File: config.mk
export PLATFORM = sky130hd
export DESIGN_NAME = dsp_bus_master
export DESIGN_NICKNAME = d
export VERILOG_FILES = /design/src/rtl/dsp_bus_master_pkg.sv /design/src/rtl/dsp_bus_master.sv
export SDC_FILE = /design/constraint.sdc
export NUM_CORES = 1
export LEC_CHECK = 0
export ABC_CLOCK_PERIOD_IN_PS = 7400
export CORE_UTILIZATION = 50
export CTS_BUF_LIST = sky130_fd_sc_hd__clkbuf_8
export DETAILED_ROUTE_END_ITERATION = 6
export DONT_BUFFER_PORTS = 1
export PLACE_DENSITY_LB_ADDON = 0.1
export SETUP_SLACK_MARGIN = 0.05
export SYNTH_ARGS = -nofsm -noshare
export SYNTH_HDL_FRONTEND = slang
export SYNTH_SLANG_ARGS = --single-unit
File: constraint.sdc
create_clock -name wb_clk -period 7.4 [get_ports wb_clk]
set_input_delay 0.37 -clock wb_clk [delete_from_list [all_inputs] [get_ports wb_clk]]
set_output_delay 0.37 -clock wb_clk [all_outputs]
set_load 0.03 [all_outputs]
File: src/rtl/dsp_bus_master_pkg.sv
// Shared constants for the DSP request-to-Wishbone bus master.
package dsp_bus_master_pkg;

  // Controller state encodings
  localparam logic [1:0] ST_IDLE = 2'd0;
  localparam logic [1:0] ST_BUS  = 2'd1;
  localparam logic [1:0] ST_DONE = 2'd2;

  // Data returned for a read that ends with an error or a timeout
  localparam logic [31:0] ERR_DATA_DEFAULT = 32'hDEAD_BEEF;

  // Bus-cycle timer width; TIMEOUT is limited to 65535
  localparam int unsigned TIMER_W = 16;

endpackage

File: src/rtl/dsp_bus_master.sv
// Turns each accepted sequencer request into one Wishbone classic single
// cycle, with a bus timeout and sticky error capture.
module dsp_bus_master
  import dsp_bus_master_pkg::*;
#(
  parameter int unsigned     dw       = 32,
  parameter int unsigned     aw       = 32,
  parameter int unsigned     TIMEOUT  = 256,
  parameter logic [dw-1:0]   ERR_DATA = dw'(ERR_DATA_DEFAULT)
) (
  input  logic          wb_clk,
  input  logic          wb_rst,
  input  logic          start,
  input  logic [aw-1:0] address,
  input  logic [3:0]    selection,
  input  logic          write,
  input  logic [dw-1:0] data_wr,
  output logic [dw-1:0] data_rd,
  output logic          active,
  output logic [aw-1:0] wb_adr_o,
  output logic [dw-1:0] wb_dat_o,
  output logic [3:0]    wb_sel_o,
  output logic          wb_we_o,
  output logic          wb_cyc_o,
  output logic          wb_stb_o,
  input  logic [dw-1:0] wb_dat_i,
  input  logic          wb_ack_i,
  input  logic          wb_err_i,
  input  logic          error_clear,
  output logic          bus_error,
  output logic          bus_timeout,
  output logic [aw-1:0] error_address
);

  localparam logic [TIMER_W-1:0] TIMER_LAST = TIMER_W'(TIMEOUT - 1);

  logic [1:0]         state_q,   state_d;
  logic [TIMER_W-1:0] timer_q,   timer_d;
  logic               armed_q,   armed_d;
  logic [aw-1:0]      adr_q,     adr_d;
  logic [dw-1:0]      dat_q,     dat_d;
  logic [3:0]         sel_q,     sel_d;
  logic               we_q,      we_d;
  logic               cyc_q,     cyc_d;
  logic               active_q,  active_d;
  logic [dw-1:0]      rd_q,      rd_d;
  logic               berr_q,    berr_d;
  logic               btmo_q,    btmo_d;
  logic [aw-1:0]      eadr_q,    eadr_d;

  // State and output registers; reset drops the bus cycle immediately
  always_ff @(posedge wb_clk or posedge wb_rst) begin
    if (wb_rst) begin
      state_q  <= ST_IDLE;
      timer_q  <= '0;
      armed_q  <= 1'b0;
      adr_q    <= '0;
      dat_q    <= '0;
      sel_q    <= '0;
      we_q     <= 1'b0;
      cyc_q    <= 1'b0;
      active_q <= 1'b0;
      rd_q     <= '0;
      berr_q   <= 1'b0;
      btmo_q   <= 1'b0;
      eadr_q   <= '0;
    end else begin
      state_q  <= state_d;
      timer_q  <= timer_d;
      armed_q  <= armed_d;
      adr_q    <= adr_d;
      dat_q    <= dat_d;
      sel_q    <= sel_d;
      we_q     <= we_d;
      cyc_q    <= cyc_d;
      active_q <= active_d;
      rd_q     <= rd_d;
      berr_q   <= berr_d;
      btmo_q   <= btmo_d;
      eadr_q   <= eadr_d;
    end
  end

  // Next-state: request acceptance, termination (err > ack > timeout), flags
  always_comb begin
    state_d  = state_q;
    timer_d  = timer_q;
    armed_d  = armed_q;
    adr_d    = adr_q;
    dat_d    = dat_q;
    sel_d    = sel_q;
    we_d     = we_q;
    cyc_d    = cyc_q;
    active_d = active_q;
    rd_d     = rd_q;
    berr_d   = berr_q & ~error_clear;
    btmo_d   = btmo_q & ~error_clear;
    eadr_d   = eadr_q;

    // Re-arm only after start has been seen low, so a held start fires once
    if (!start) begin
      armed_d = 1'b1;
    end

    case (state_q)
      ST_IDLE: begin
        if (start && armed_q) begin
          armed_d  = 1'b0;
          adr_d    = address;
          sel_d    = selection;
          we_d     = write;
          dat_d    = data_wr;
          cyc_d    = 1'b1;
          active_d = 1'b1;
          timer_d  = '0;
          state_d  = ST_BUS;
        end
      end
      ST_BUS: begin
        timer_d = timer_q + TIMER_W'(1);
        if (wb_err_i || wb_ack_i || (timer_q == TIMER_LAST)) begin
          cyc_d    = 1'b0;
          active_d = 1'b0;
          state_d  = ST_DONE;
          if (wb_err_i || !wb_ack_i) begin
            // Error or timeout: poison read data and capture the address
            if (!we_q) begin
              rd_d = ERR_DATA;
            end
            eadr_d = adr_q;
            if (wb_err_i) begin
              berr_d = 1'b1;
            end else begin
              btmo_d = 1'b1;
            end
          end else if (!we_q) begin
            rd_d = wb_dat_i;
          end
        end
      end
      ST_DONE: begin
        state_d = ST_IDLE;
      end
      default: begin
        state_d  = ST_IDLE;
        cyc_d    = 1'b0;
        active_d = 1'b0;
      end
    endcase
  end

  assign data_rd       = rd_q;
  assign active        = active_q;
  assign wb_adr_o      = adr_q;
  assign wb_dat_o      = dat_q;
  assign wb_sel_o      = sel_q;
  assign wb_we_o       = we_q;
  assign wb_cyc_o      = cyc_q;
  assign wb_stb_o      = cyc_q;
  assign bus_error     = berr_q;
  assign bus_timeout   = btmo_q;
  assign error_address = eadr_q;

endmodule

After elaboration in Yosys (flattened, before gate mapping)
Cells that the tools add are included.

word-level totals
  register bits = 155
  bits of input ports = 107
  output and inout bits = 138
  word-level logic and storage cells = 58

cells by class
  add/sub/neg operators = 1
  equal/unequal tests = 5
  muxes and demuxes = 22
  bitwise logic cells = 5
  reductions and logical operators = 13

operators with widths
  cell                   number
  $mux 32                3
  $pmux 16 s2            1
  $add 16x1->16 const B  1
  $eq 16x8->1 const B    1
  $mux 16                1
  $mux 1                 13
  $reduce_and 3->1       3
  $reduce_and 2->1       3
  $mux 2                 2
  $ne 2x2->1 const B     2
  $pmux 2 s2             1
  $logic_or 1x1->1       3
  $not 1->1              3
  $pmux 1 s3             1
  $and 1x1->1            2
  $eq 2x1->1 const B     1
  $eq 2x2->1 const B     1
  $logic_not 2->1        1
  $reduce_bool 2->1      1
  $logic_and 1x1->1      1
  $logic_not 1->1        1

Logic depth before layout (Yosys ltp)
Gate-level depths: netlist of run 1.

  depth after elaboration = 6
  depth in mapped cells = 7
  gate-level depth less buffers = 5

Least setup slack after synthesis of run 1
Ideal clock, no wire load.

  kind = flip-flop to flip-flop
  from = reg timer_q[0]
  to = reg eadr_q[17], in the netlist error_address[17]
  setup time = 0.128 ns
  arrival = 2.038 ns
  required time = 7.272 ns
  path slack = 5.234 ns
  stages on the path, launching flop included = 8
  path buffers = 2
  period minus slack after synthesis = 2.166 ns
  path through = dfrtp_1 > ha_1 > nand4_1 > or3_1 > clkbuf_1 > o31a_1 > buf_2 > mux2_1

between the ends
  cells in the longest elaborated chain, start to end = 3

ends and longest elaborated chain
  element                            RTL line               text
  from (decl)                        dsp_bus_master.sv:38   logic [TIMER_W-1:0] timer_q, timer_d;
  from (signal assigned)             dsp_bus_master.sv:69   timer_q <= timer_d;
  $eq 16x8->1                        dsp_bus_master.sv:121  if (wb_err_i || wb_ack_i || (timer_q == TIMER_LAST)) begin
  $logic_or 1x1->1                   dsp_bus_master.sv:121
  $reduce_and 3->1 (no source line)  n/a
  to (signal assigned)               dsp_bus_master.sv:80   eadr_q <= eadr_d;
  to (decl)                          dsp_bus_master.sv:49   logic [aw-1:0] eadr_q, eadr_d;

No other way between the ends.
A chain may end at the register's enable or synchronous reset.

Final worst setup path of run 1
  from = reg timer_q[0]
  to = reg rd_q[31], in the netlist data_rd[31]

between the ends
  cells in the longest elaborated chain, start to end = 3

ends and longest elaborated chain
  element                            RTL line               text
  $eq 16x8->1                        dsp_bus_master.sv:121
  $logic_or 1x1->1                   dsp_bus_master.sv:121
  $reduce_and 3->1 (no source line)  n/a
  to (signal assigned)               dsp_bus_master.sv:77   rd_q <= rd_d;
  to (decl)                          dsp_bus_master.sv:46   logic [dw-1:0] rd_q, rd_d;

No other way between the ends.

==> impl_metrics.json, run 1 <==
{
  "outcome": "finished, violations left",
  "failed_checks": "DRC",
  "h-tree-depth": 4,
  "vdd_drop_max_mv": 0.231,
  "rsz0062_at_grt": "no",
  "syn_to_final_growth_pct": 9.08,
  "place.gp.congestion": 0.789,
  "antenna_cells": 0,
  "grt-ovfl-total": 0,
  "period_share_pct": 36.8,
  "placement.io_buffers": 0,
  "path_clk_slew_ns": 0.08,
  "grt_first_pass_wirelength_um": 21200,
  "synth_cells": 553,
  "grt.total_usage_pct": 22.0,
  "grt_pass1_vias": 4137,
  "initial_utilization_pct": 52.0,
  "netlist_area_um2": 6030,
  "dr.pass1.iters": 7,
  "path_max_fanout": 24,
  "ios": 245,
  "end_kind": "flip-flop",
  "post_cts.repair.setup_buffers": 0,
  "cts_sinks": 155,
  "place_area_um2": 6140,
  "syn-num-nets": 661,
  "fp.coreArea_um2": 11600,
  "slew_headroom_pct": 29.9,
  "fmax_ghz": 0.367,
  "hp-class": "in2reg",
  "via_count": 3988,
  "fin_area_um2": 6580,
  "final.setup_skew_ns": 0.00816,
  "start_kind": "flip-flop",
  "tightestPinTransition_ns": 1.05,
  "cts_resized": 0,
  "final_hold_viol_count": 0,
  "wl_per_cell_um": 18.7,
  "numCtsBuffers": 17,
  "total_power_uw": 3200,
  "wirelength_um": 13200,
  "synth_area_leaders": "dfrtp_1 64%, nand2_1 14%, mux2_2 5.6%",
  "synth_flop_cell": "dfrtp_1",
  "antenna_found_initial": 0,
  "die_h_um": 112,
  "synth_edf_count": 0,
  "fillerInstances": 1044,
  "tritoncts": "yes",
  "critPathArrivalTime_ns": 3.10,
  "synth_top_area_share_pct": 64.3,
  "r2r_setup_slack_ns": 4.68,
  "synth.avg_cell_area_um2": 10.9,
  "cts_hold_buf": 2,
  "synth_common_cells": "225 x nand2_1, 155 x dfrtp_1, 30 x mux2_2",
  "clock_latency_ns": 0.44,
  "path_class": "reg2reg",
  "drv_slew": 0,
  "nNetsFinal": 657,
  "synth_seq_cells": 155,
  "yosysTopAreaCell": "dfrtp_1",
  "ant_nets": 0,
  "p_per_area_nw_per_um2": 486,
  "fp-row-count": 39,
  "yosysSeqAreaShare_pct": 64.3,
  "place_hpwl_um": 8890,
  "synth_most_common_cell": "nand2_1",
  "synth_cell_type_count": 43,
  "drt_iter0_drc": 170,
  "grt_start_max_net_pins": 88,
  "die_w_um": 112,
  "vias_per_cell": 5.67,
  "setup_tns_ns": 0,
  "fin_crit_ns": 2.72,
  "yosys_warnings": 0,
  "dieArea_um2": 12500,
  "drive_gt1_share_pct": 13.6,
  "synthArstFlopShare_pct": 100,
  "finalSetupViolCount": 0,
  "clock_path_buffers": 2,
  "drc": 11,
  "cp.required_ns": 7.78,
  "maxCapViolCount": 0,
  "p_leak_uw": 0.00318,
  "cts_root_buf": "clkbuf_8"
}
[power breakdown]
part / internal [uW] / switching, uW / leakage [uW] / total, uW
clock: 387 / 286 / 0.000228 / 673
sequential: 1160 / 940 / 0.00189 / 2100
combinational: 206 / 221 / 0.00107 / 427
total: 1760 / 1450 / 0.00318 / 3200
[worst paths after layout]
| path | startpoint | end | depth (start not counted) |
|---|---|---|---|
| max | timer_q[0]$_DFFE_PP0P_ | data_rd[31]$_DFFE_PP0P_ | 5 |
| min reg2reg | timer_q[7]$_DFFE_PP0P_ | timer_q[7]$_DFFE_PP0P_ | 1 |
| max in group asynchronous | wb_rst | wb_dat_o[7]$_DFFE_PP0P_ | 3 |
| min in group asynchronous | wb_rst | wb_adr_o[0]$_DFFE_PP0P_ | 2 |
| max reg2reg | timer_q[0]$_DFFE_PP0P_ | data_rd[31]$_DFFE_PP0P_ | 5 |
| min | address[29] | wb_adr_o[29]$_DFFE_PP0P_ | 2 |
[placed cells by master, fill, tap and decap left out, types with 5 or more instances in the layout]
cell,count
o22a_1,20
a22o_1,8
mux2_2,30
nand2_1,225
o21ai_0,17
inv_1,6
mux2i_1,5
nand3_1,8
clkbuf_8,20
buf_4,5
dfrtp_1,155
[through the flow]
step	std cells	utilization [%]	hold WS [ns]	setup slack, ns
floorplan	553	-	0.438	2.85
global placement	671	52.8	0.365	4.77
detailed placement	671	52.8	0.370	4.68
CTS	703	56.7	0.00274	4.64
global route	703	56.7	0.00304	4.51
finish	703	56.7	0.0318	4.68
[state kept, by name, indices dropped and copies added (netlist names)]
register       cells
state_q            2
armed_q            1
wb_adr_o          32
bus_timeout        1
active             1
wb_we_o            1
wb_dat_o          32
timer_q           16
data_rd           32
error_address     32
bus_error          1
wb_sel_o           4
[per-layer routing]
metal  global-route usage [%]  wire [um]
met5                        0          0
met4                     10.9        318
met3                     8.98       1300
met2                     36.3       6420
met1                     24.7       5120
[area by class of cell]
type	count	area (um2)	area share, %
Timing Repair Buffer	7	57.6	0.874
Inverter	4	20.0	0.304
Sequential cell	155	3880	58.9
Tap cell	143	179	2.72
Clock inverter	10	150	2.28
Clock buffer	20	275	4.18
Multi-Input combinational cell	364	2020	30.7
[critical path, stage by stage, from the launching register on]
cell	delay, ns
dfrtp_1	0.40
ha_1	0.25
nand4_1	0.26
or4_4	0.62
a211oi_4	0.83
o22a_2	0.29
[kinds of logic (layout without fill, tap and decap cells)]
kind of cell,Yosys count,after routing,synth area share [%]
multiplexers,37,37,6.80
adder cells (fa/ha/maj),1,1,0.207
AO/OA/AOI/OAI,64,64,8.31
AND/OR/NAND/NOR,262,262,17.8
buffers and inverters,34,41,2.57
flip-flops,155,155,64.3
(Power assumes the default switching activity.)
==> run 2: changes to the inputs <==
- ABC_CLOCK_PERIOD_IN_PS: 7400 -> 2800
- clock period: 7.4 -> 2.8 ns (I/O delays scaled with it)
==> impl_metrics.json, run 2 (synthesized netlist as in run 1, its figures left out) <==
{
  "initial_utilization_pct": 52.0,
  "total_power_uw": 8410,
  "die_h_um": 112,
  "reg2reg_depth": 4,
  "drt_iter0_drc": 237,
  "fp.coreArea_um2": 11600,
  "path_class": "reg2reg",
  "critPathArrivalTime_ns": 2.76,
  "final_common_cell": "nand2_1",
  "drv_slew": 0,
  "outcome": "finished, violations left",
  "path_max_fanout": 32,
  "antenna_found_initial": 0,
  "grt_start_max_net_pins": 90,
  "wirelength_um": 14200,
  "rsz0062_at_grt": "no",
  "clock_latency_ns": 0.45,
  "h-tree-depth": 4,
  "maxCapViolCount": 0,
  "grt_first_pass_wirelength_um": 23300,
  "wl_met3_um": 1020,
  "multiInputGateArea_um2": 2020,
  "mostFrequentLayoutCells": "225 x nand2_1, 155 x dfrtp_1, 107 x dlygate4sd3_1",
  "p_per_area_nw_per_um2": 1100,
  "final.setup_skew_ns": 0.0113,
  "cp.required_ns": 3.12,
  "dieArea_um2": 12500,
  "p_leak_uw": 0.00365,
  "place_hpwl_um": 9060,
  "grt.total_usage_pct": 24.2,
  "placement.io_buffers": 0,
  "setup_tns_ns": 0,
  "r2r_setup_slack_ns": 0.36,
  "slew_headroom_pct": 43.2,
  "ant_nets": 0,
  "vdd_drop_max_mv": 0.617,
  "end_kind": "flip-flop",
  "via_count": 4426,
  "numCtsBuffers": 17,
  "fin_crit_ns": 2.44,
  "start_kind": "flip-flop",
  "wl_per_cell_um": 17.3,
  "drc": 10,
  "post_cts.repair.setup_buffers": 0,
  "drt-met1-wl_um": 5550,
  "holdPathStages": 3,
  "cts_root_buf": "clkbuf_8",
  "place.gp.congestion": 0.777,
  "met2_length_um": 7340,
  "final-seq-area_um2": 3880,
  "clock_path_buffers": 2,
  "tritoncts": "yes",
  "fmax_ghz": 0.410,
  "top_layer": "met4",
  "finalSetupViolCount": 0,
  "path_clk_slew_ns": 0.08,
  "hp-class": "in2reg",
  "grt_pass1_vias": 4535,
  "period_share_pct": 87.1,
  "grt-ovfl-total": 0,
  "tightestPinTransition_ns": 0.851,
  "final_hold_viol_count": 0,
  "dr.pass1.iters": 7,
  "vias_per_cell": 5.41,
  "nNetsFinal": 771,
  "cts_sinks": 155,
  "fp-row-count": 39,
  "drive_gt1_share_pct": 12.7,
  "die_w_um": 112,
  "ios": 245,
  "syn_to_final_growth_pct": 26.7,
  "fillerInstances": 884,
  "antenna_cells": 0,
  "failed_checks": "DRC"
}
-- run 2: changes by cell type in the layout (fill, tap and decap cells not counted) --
cell           before  now
inv_6               1    0
clkinv_2            2    8
buf_12              0    1
clkinvlp_4          0    1
buf_4               5   13
clkinv_4            1    0
clkbuf_8           20   18
bufinv_16           4    2
dlygate4sd3_1       2  107
-- run 2: cell type report --
class                      count  share of cell area (%)
tap                          143                    2.34
clock inverter                13                    1.46
multi-input combinational    364                    26.4
sequential                   155                    50.7
timing repair buffer         121                    15.5
clock buffer                  18                    3.24
inverter                       4                   0.245
-- run 2: critical path, cell delays in order, from the launching register on --
cell,delay (ns)
dfrtp_1,0.43
or4_1,0.57
or2_2,0.31
o31a_2,0.58
mux2_1,0.42
-- run 2: path summary, 6_finish.rpt --
path | startpoint | endpoint
setup / recovery | timer_q[12]$_DFFE_PP0P_ | error_address[24]$_DFFE_PP0P_
hold / removal | wb_err_i | data_rd[29]$_DFFE_PP0P_
setup reg to reg | timer_q[12]$_DFFE_PP0P_ | error_address[24]$_DFFE_PP0P_
hold reg to reg | timer_q[7]$_DFFE_PP0P_ | timer_q[7]$_DFFE_PP0P_
max in group asynchronous | wb_rst | error_address[13]$_DFFE_PP0P_
min in group asynchronous | wb_rst | data_rd[23]$_DFFE_PP0P_
-- run 2: stage by stage --
stage	instance area, um2	cells	setup WS (ns)	hold slack [ns]	util [%]
after CTS	7650	818	0.342	0.116	65.8
final	7650	818	0.360	0.143	65.8
after global routing	7650	818	0.211	0.119	65.8
after global placement	6220	680	0.411	0.158	53.5
after detailed placement	6220	680	0.355	0.182	53.5
after floorplan	6040	553	0.634	0.208	-
-- run 2: what timing repair did --
item / CTS / global route
hold endpoints to repair: 140 / 0
setup endpoints to repair: 0 / 0
gates resized for setup: 0 / 0
hold buffers: 107 / 0
-- run 2: power by group --
group | internal [uW] | switching, uW | leakage (uW)
Combinational | 677 | 704 | 0.00155
Sequential | 3070 | 2410 | 0.00189
Clock | 786 | 761 | 0.000205
Total | 4540 | 3880 | 0.00365
-- run 2: per-layer routing --
| metal | up-vias | track usage [%] |
|---|---|---|
| met4 | 0 | 10.5 |
| met2 | 161 | 41.5 |
| met3 | 22 | 8.33 |
| met5 | - | 0 |
| li1 | 2063 | - |
| met1 | 2180 | 27.6 |
==> run 3: changes to the inputs <==
- CORE_ASPECT_RATIO: default -> 1.1
==> impl_metrics.json, run 3 (synthesized netlist as in run 1, its figures left out) <==
{
  "cp.required_ns": 3.11,
  "p_leak_uw": 0.00365,
  "numCtsBuffers": 17,
  "slowest_delay_ns": 0.66,
  "place.gp.congestion": 0.775,
  "fin_area_um2": 7700,
  "path_depth": 5,
  "drt_iter0_drc": 110,
  "clock_path_buffers": 2,
  "dieArea_um2": 12500,
  "p_per_area_nw_per_um2": 1120,
  "grt-ovfl-total": 0,
  "die_w_um": 107,
  "fmax_ghz": 0.395,
  "drv_slew": 0,
  "post_cts.repair.setup_buffers": 0,
  "drc": 0,
  "final_hold_viol_count": 0,
  "final_common_cell": "nand2_1",
  "setup_tns_ns": 0,
  "path_cells": "ha_1, nand4_1, or3_1, o31a_2, mux2_1",
  "fp-row-count": 41,
  "clock_latency_ns": 0.44,
  "nNetsFinal": 766,
  "tightestPinTransition_ns": 0.873,
  "start_kind": "flip-flop",
  "drive_gt1_share_pct": 12.2,
  "mostFrequentLayoutCells": "225 x nand2_1, 155 x dfrtp_1, 107 x dlygate4sd3_1",
  "die_h_um": 117,
  "h-tree-depth": 4,
  "grt_first_pass_wirelength_um": 22000,
  "reg2reg_depth": 5,
  "end_kind": "flip-flop",
  "placement.io_buffers": 0,
  "via_count": 4380,
  "maxCapViolCount": 0,
  "place_hpwl_um": 8320,
  "ios": 245,
  "crit_slowest_cell": "o31a_2",
  "path_class": "reg2reg",
  "path_delay_family": "simple AND/OR/NAND/NOR gates",
  "dr.pass1.iters": 5,
  "vias_per_cell": 5.33,
  "cts_sinks": 155,
  "initial_utilization_pct": 52.1,
  "vdd_drop_max_mv": 0.572,
  "hp-class": "in2async",
  "tritoncts": "yes",
  "rsz0062_at_grt": "no",
  "final.setup_skew_ns": 0.0117,
  "period_share_pct": 90.5,
  "syn_to_final_growth_pct": 27.6,
  "path_clk_slew_ns": 0.08,
  "critPathArrivalTime_ns": 2.84,
  "fin_crit_ns": 2.53,
  "grt_start_max_net_pins": 146,
  "outcome": "complete, no violations",
  "path_max_fanout": 32,
  "wl_per_cell_um": 17.1,
  "cts_resized": 0,
  "finalSetupViolCount": 0,
  "antenna_cells": 0,
  "grt.total_usage_pct": 23.2,
  "fp.coreArea_um2": 11600,
  "wirelength_um": 14000,
  "slew_headroom_pct": 41.8,
  "ant_nets": 0,
  "antenna_found_initial": 0,
  "cts_root_buf": "clkbuf_8",
  "place_area_um2": 6200,
  "critPathBufInv": 0,
  "grt_pass1_vias": 4505
}
==> run 3: power by group <==
group | internal [uW] | switching [uW] | total, uW
Combinational | 670 | 683 | 1350
Sequential | 3070 | 2430 | 5500
Clock | 985 | 796 | 1780
Total | 4730 | 3900 | 8630
==> run 3: stage by stage <==
stage | instances | setup WS [ns] | power, uW | utilization [%] | hold WS (ns)
5_1_grt | 821 | 0.131 | 9100 | 66.4 | 0.104
2_1_floorplan | 553 | 0.634 | 6310 | - | 0.208
6_report | 821 | 0.267 | 8630 | 66.4 | 0.125
3_5_place_dp | 682 | 0.294 | 6770 | 53.5 | -0.0331
3_3_place_gp | 682 | 0.375 | 6690 | 53.5 | -0.0331
4_1_cts | 821 | 0.270 | 8690 | 66.4 | 0.0918
==> run 3: metal layers <==
| metal | GRT usage, % | up-vias | part of all wire, % |
|---|---|---|---|
| met5 | 0 | - | 0 |
| met1 | 26.5 | 2097 | 38 |
| li1 | - | 2049 | - |
| met4 | 11.8 | 0 | 2.9 |
| met3 | 7.75 | 31 | 8.5 |
| met2 | 39.1 | 203 | 50 |
==> run 3: path summary, 6_finish.rpt <==
check,startpoint,endpoint,slack [ns]
worst max-delay path,timer_q[0]$_DFFE_PP0P_,error_address[24]$_DFFE_PP0P_,0.27
worst min-delay path,wb_rst,wb_dat_o[21]$_DFFE_PP0P_,0.13
max in group asynchronous,wb_rst,wb_adr_o[10]$_DFFE_PP0P_,1.63
worst min register to register,timer_q[7]$_DFFE_PP0P_,timer_q[7]$_DFFE_PP0P_,0.51
min in group wb_clk,wb_err_i,data_rd[29]$_DFFE_PP0P_,0.17
worst max register to register,timer_q[0]$_DFFE_PP0P_,error_address[24]$_DFFE_PP0P_,0.27
==> run 3: final cells by class <==
cell class / instances / area (um2)
clock buffers: 18 / 248
clock inverters: 14 / 179
fillers: 877 / 3900
inverters: 4 / 18.8
multi-input cells: 364 / 2020
flip-flops and latches: 155 / 3880
well taps: 150 / 188
repair buffers: 116 / 1160
==> run 3: repair_timing <==
action / 4_1_cts / 5_1_grt
hold buffers: 107 / 0
endpoints found under the hold margin: 117 / 0
endpoints found under the setup margin: 0 / 0
